`src/rtl/load_store_unit.sv`:
```
// RV32 load/store unit: one memory access at a time, with misalignment
// screening, lane steering/extension and a request timeout.
module load_store_unit #(
    parameter int unsigned TIMEOUT_CYCLES = 255
) (
    input  logic        clk_w_i,
    input  logic        rst_w_i_h,
    input  logic        start_w_i_h,
    input  logic        we_w_i_h,
    input  logic [2:0]  funct3_w_i,
    input  logic [31:0] addr_w_i,
    input  logic [31:0] wdata_w_i,
    input  logic        mem_ack_w_i_h,
    input  logic [31:0] mem_rdata_w_i,
    output logic        mem_req_w_o_h,
    output logic        mem_we_w_o_h,
    output logic [31:0] mem_addr_w_o,
    output logic [31:0] mem_wdata_w_o,
    output logic [3:0]  mem_be_w_o,
    output logic        busy_w_o_h,
    output logic        done_w_o_h,
    output logic [31:0] rdata_w_o,
    output logic        misalign_w_o_h,
    output logic        fault_w_o_h
);

    typedef enum logic [1:0] {S_IDLE, S_REQ, S_RESP} state_t;

    typedef struct packed {
        logic        we;
        logic [2:0]  funct3;
        logic [31:0] addr;
        logic [31:0] wdata;
    } op_t;

    // Counter value in the last REQ cycle allowed before the fault fires.
    localparam logic [15:0] TMO_LAST = 16'(TIMEOUT_CYCLES - 1);

    state_t      state_q, state_d;
    op_t         op_q, op_d;
    logic [15:0] tmo_q, tmo_d;
    logic [31:0] rdata_q, rdata_d;
    logic        misalign_q, misalign_d;
    logic        fault_q, fault_d;

    logic        illegal;
    logic [31:0] shifted;
    logic [31:0] load_val;

    always_comb begin
        illegal = 1'b0;
        case (funct3_w_i)
            3'b000, 3'b100: illegal = 1'b0;
            3'b001, 3'b101: illegal = addr_w_i[0];
            3'b010:         illegal = (addr_w_i[1:0] != 2'b00);
            default:        illegal = 1'b1;
        endcase
        if (we_w_i_h && funct3_w_i[2])
            illegal = 1'b1;
    end

    always_comb begin
        shifted  = mem_rdata_w_i >> {op_q.addr[1:0], 3'b000};
        load_val = shifted;
        case (op_q.funct3)
            3'b000:  load_val = {{24{shifted[7]}}, shifted[7:0]};
            3'b001:  load_val = {{16{shifted[15]}}, shifted[15:0]};
            3'b100:  load_val = {24'd0, shifted[7:0]};
            3'b101:  load_val = {16'd0, shifted[15:0]};
            default: load_val = shifted;
        endcase
    end

    always_comb begin
        state_d    = state_q;
        op_d       = op_q;
        tmo_d      = tmo_q;
        rdata_d    = rdata_q;
        misalign_d = misalign_q;
        fault_d    = fault_q;
        case (state_q)
            S_IDLE: begin
                misalign_d = 1'b0;
                fault_d    = 1'b0;
                if (start_w_i_h) begin
                    op_d = '{we: we_w_i_h, funct3: funct3_w_i,
                             addr: addr_w_i, wdata: wdata_w_i};
                    tmo_d = 16'd0;
                    if (illegal) begin
                        misalign_d = 1'b1;
                        state_d    = S_RESP;
                    end else begin
                        state_d = S_REQ;
                    end
                end
            end
            S_REQ: begin
                // Ack wins over the terminal count in the same cycle.
                if (mem_ack_w_i_h) begin
                    if (!op_q.we)
                        rdata_d = load_val;
                    state_d = S_RESP;
                end else if (tmo_q == TMO_LAST) begin
                    fault_d = 1'b1;
                    state_d = S_RESP;
                end else begin
                    tmo_d = tmo_q + 16'd1;
                end
            end
            S_RESP:  state_d = S_IDLE;
            default: state_d = S_IDLE;
        endcase
    end

    always_ff @(posedge clk_w_i) begin
        if (rst_w_i_h) begin
            state_q    <= S_IDLE;
            op_q       <= '0;
            tmo_q      <= '0;
            rdata_q    <= '0;
            misalign_q <= 1'b0;
            fault_q    <= 1'b0;
        end else begin
            state_q    <= state_d;
            op_q       <= op_d;
            tmo_q      <= tmo_d;
            rdata_q    <= rdata_d;
            misalign_q <= misalign_d;
            fault_q    <= fault_d;
        end
    end

    // Memory-side outputs are driven only while a request is outstanding.
    always_comb begin
        mem_req_w_o_h = (state_q == S_REQ);
        mem_we_w_o_h  = 1'b0;
        mem_addr_w_o  = '0;
        mem_wdata_w_o = '0;
        mem_be_w_o    = '0;
        if (state_q == S_REQ) begin
            mem_we_w_o_h = op_q.we;
            mem_addr_w_o = {op_q.addr[31:2], 2'b00};
            case (op_q.funct3[1:0])
                2'b00: begin
                    mem_be_w_o    = 4'b0001 << op_q.addr[1:0];
                    mem_wdata_w_o = {4{op_q.wdata[7:0]}};
                end
                2'b01: begin
                    mem_be_w_o    = 4'b0011 << op_q.addr[1:0];
                    mem_wdata_w_o = {2{op_q.wdata[15:0]}};
                end
                default: begin
                    mem_be_w_o    = 4'b1111;
                    mem_wdata_w_o = op_q.wdata;
                end
            endcase
        end
    end

    assign busy_w_o_h     = (state_q != S_IDLE);
    assign done_w_o_h     = (state_q == S_RESP);
    assign rdata_w_o      = rdata_q;
    assign misalign_w_o_h = (state_q == S_RESP) && misalign_q;
    assign fault_w_o_h    = (state_q == S_RESP) && fault_q;

endmodule

```
`config.mk`:
```
export PLATFORM = sky130hd
export DESIGN_NAME = load_store_unit
export DESIGN_NICKNAME = d
export VERILOG_FILES = /design/src/rtl/load_store_unit.sv
export SDC_FILE = /design/constraint.sdc
export NUM_CORES = 1
export LEC_CHECK = 0
export ABC_AREA = 0
export CAP_MARGIN = 20
export CORE_ASPECT_RATIO = 1.25
export CORE_MARGIN = 4
export CORE_UTILIZATION = 63
export DETAILED_ROUTE_END_ITERATION = 12
export DONT_BUFFER_PORTS = 1
export GPL_TIMING_DRIVEN = 0
export PLACE_DENSITY = 0.82
export SETUP_SLACK_MARGIN = 0.1
export SLEW_MARGIN = 40
export SYNTH_ARGS = -nofsm -noshare
export SYNTH_HDL_FRONTEND = slang
export SYNTH_SLANG_ARGS = --single-unit
```
`constraint.sdc`:
```
create_clock -name clk_w_i -period 2.4 [get_ports clk_w_i]
set_input_delay 0.24 -clock clk_w_i [delete_from_list [all_inputs] [get_ports clk_w_i]]
set_output_delay 0.24 -clock clk_w_i [all_outputs]
set_load 0.01 [all_outputs]
```
==> results.toml <==
[job]
maxCapViolCount = 0

[worst_setup_path]
cp-end-kind = "primary output"
startpoint_type = "flip-flop"
path_max_fanout = 10
critPathArrivalTime_ps = 1980
critPathKind = "reg2out"
worstPathRequired_ps = 2160

[die]
initial_utilization = 0.642
io_pins = 210
rows = 39
dieHeight_um = 116
core-area_um2 = 9130
die_x_um = 94.2
design.die.area_um2 = 10900

[placed_design]
port_buffers = 0
gp_congestion = 0.912
hpwl_um = 13300
place_ws_ps = 156

[cells_and_area]
drive_gt1_frac = 0.0833
diodes = 0
fillers = 568
area_delta_synth_final_pct = 26.4
nets = 981

[clock_network]
cts_num_sinks = 120
numCtsBuffers = 17
cts_buffer_depth = 2
cts.clk_slew.worst_paths_ps = 50
h-tree-depth = 4
clk_latency_ps = 420
postCtsSetupBuffers = 0
cts_tree = "done"
root_buffer = "clkbuf_16"

[yosys]
yosysMostFrequentCell = "nand2_1"
ys_seq_area_frac = 0.410
syn_inst = 779
synth_seq_cells = 120
synth_cell_type_count = 53
synthTopCellsByCount = "nand2_1, a21oi_1, dfxtp_1, nor2_1, clkbuf_1"
synth_top_area_share = 0.410
synth-main-ff-cell = "dfxtp_1"
async_flop_share = 0
synth_edf_count = 0
syn_area_um2 = 5860
yosysTopAreaCell = "dfxtp_1"
synth_area_leaders = "dfxtp_1, nand2_1, a21oi_1"
avgSynthCellArea_um2 = 7.52
yosysWarnings = 0

[power_and_ir_drop]
p_leak_nw = 2.77
peakVddDrop_mv = 0.662
power_density_nw_per_um2 = 731

[routing]
drcViolationCount = 0
wire_per_inst_um = 20.6
num_vias = 6499
routed_wirelength_um = 20800
ant_nets = 0
drtPass1Iterations = 7
post_drt_via_cell_ratio = 6.43
first_iter_violations = 597

[timing]
maxSlewHeadroom = 0.474
finClkSkew_ps = 6.67
hold_slack_ps = 31.9
finalCritPeriodShare = 0.924
finalWorstSetupSlack_ps = 182
period_needed_ps = 2220
maxSlewViolCount = 0
worst_slew_pin_slew_ps = 789
max_freq_ghz = 0.451
finalHoldViolCount = 0
finalSetupTns_ps = 0
setup_viol = 0
rsz0062_at_grt = "yes"

[run_status]
outcome = "complete, no violations"

[grt]
antenna_found_initial = 0
grt_pass1_wl_um = 31800
grt_usage = 0.374
grt_pass1_vias = 6596
grt.overflow.total = 0
grt_start_max_net_pins = 17

[worst_hold_path]
hold_path_class = "in2reg"
layout make-up:
class                           instances  area (µm²)  share of cell area
Buffer                                 65         288              0.0389
Clock buffer                           24         482              0.0651
Clock inverter                          8        95.1              0.0128
Inverter                               10        37.5             0.00507
Multi-Input combinational cell        585        3190               0.430
Sequential cell                       120        2400               0.324
Tap cell                              123         154              0.0208
Timing Repair Buffer                   76         761               0.103
what timing repair did:
action / in CTS / in global routing
resized for setup: 8 / 19
endpoints found under the setup margin: 26 / 63
hold buffers: 76 / 0
endpoints found under the hold margin: 76 / 0
pin swaps: 0 / 1
metrics by stage:
| stage | area [µm²] | power [W] | utilization | instances |
|---|---|---|---|---|
| 5_1_grt | 7400 | 0.00556 | 0.811 | 1011 |
| 4_1_cts | 7370 | 0.00535 | 0.808 | 1011 |
| 2_1_floorplan | 5860 | 0.00263 | - | 780 |
| 3_3_place_gp | 6010 | 0.00276 | 0.659 | 903 |
| 3_5_place_dp | 6020 | 0.00279 | 0.660 | 903 |
| 6_report | 7400 | 0.00541 | 0.811 | 1011 |
registers in the layout (all words and copies together), names as in the netlist:
| name | cells |
|---|---|
| rdata_w_o | 32 |
| fault_q | 1 |
| misalign_q | 1 |
| state_q | 2 |
| tmo_q | 16 |
| op_q | 68 |
power by group:
part           switching (W)  internal [W]  leakage (nW)
combinational       0.000445      0.000281          1.51
sequential         0.0000812       0.00210         0.980
clock               0.000905       0.00160         0.280
metal layers:
metal | track usage | up-vias | routed length (µm) | part of all wire
met3 | 0.114 | 110 | 2510 | 0.12
li1 | - | 2874 | - | -
met2 | 0.646 | 495 | 10200 | 0.49
met4 | 0.204 | 0 | 913 | 0.044
met1 | 0.408 | 3020 | 7140 | 0.34
met5 | 0 | - | 0 | 0
critical path, stage by stage (launching register included):
cell and delay (ps):
dfxtp_1 300, buf_2 210, or2_2 140, clkbuf_1 230, clkbuf_4 280, nand2_1 100
a21oi_1 300
layout by cell type (no fill, tap or decap), types with 4 or more instances in the layout:
cell and count:
o31ai_1 6, a21oi_1 115, nor3_1 11, a211oi_1 17, or4_1 6, clkbuf_2 9, dlygate4sd3_1 76, clkinv_2 4
o2bb2ai_1 7, nor2_1 55, nand3_1 11, inv_1 9, mux2_2 8, o21ai_0 9, dfxtp_1 120, buf_4 4
and3_1 41, mux2i_1 31, clkbuf_16 17, clkbuf_1 47, buf_2 5, or3_1 8, a21oi_2 7, nand2_1 202
kinds of logic after synthesis:
logic type | after synthesis | share of synthesized area
multiplexers | 41 | 0.0761
other | 1 | 0.000640
buffers and inverters | 75 | 0.0515
flip-flops | 120 | 0.410
adder cells (fa/ha/maj) | 2 | 0.00427
AND/OR/NAND/NOR | 362 | 0.282
AO/OA/AOI/OAI | 178 | 0.175
path summary, 6_finish.rpt:
check,startpoint,to,slack (ps),depth (start not counted)
setup / recovery,op_q[64],mem_wdata_w_o[15],180,6
hold / removal,mem_ack_w_i_h,state_q[0],30,2
setup reg to reg,state_q[0],op_q[51],180,7
hold reg to reg,op_q[49],op_q[49],450,2
(Power assumes the default switching activity.)
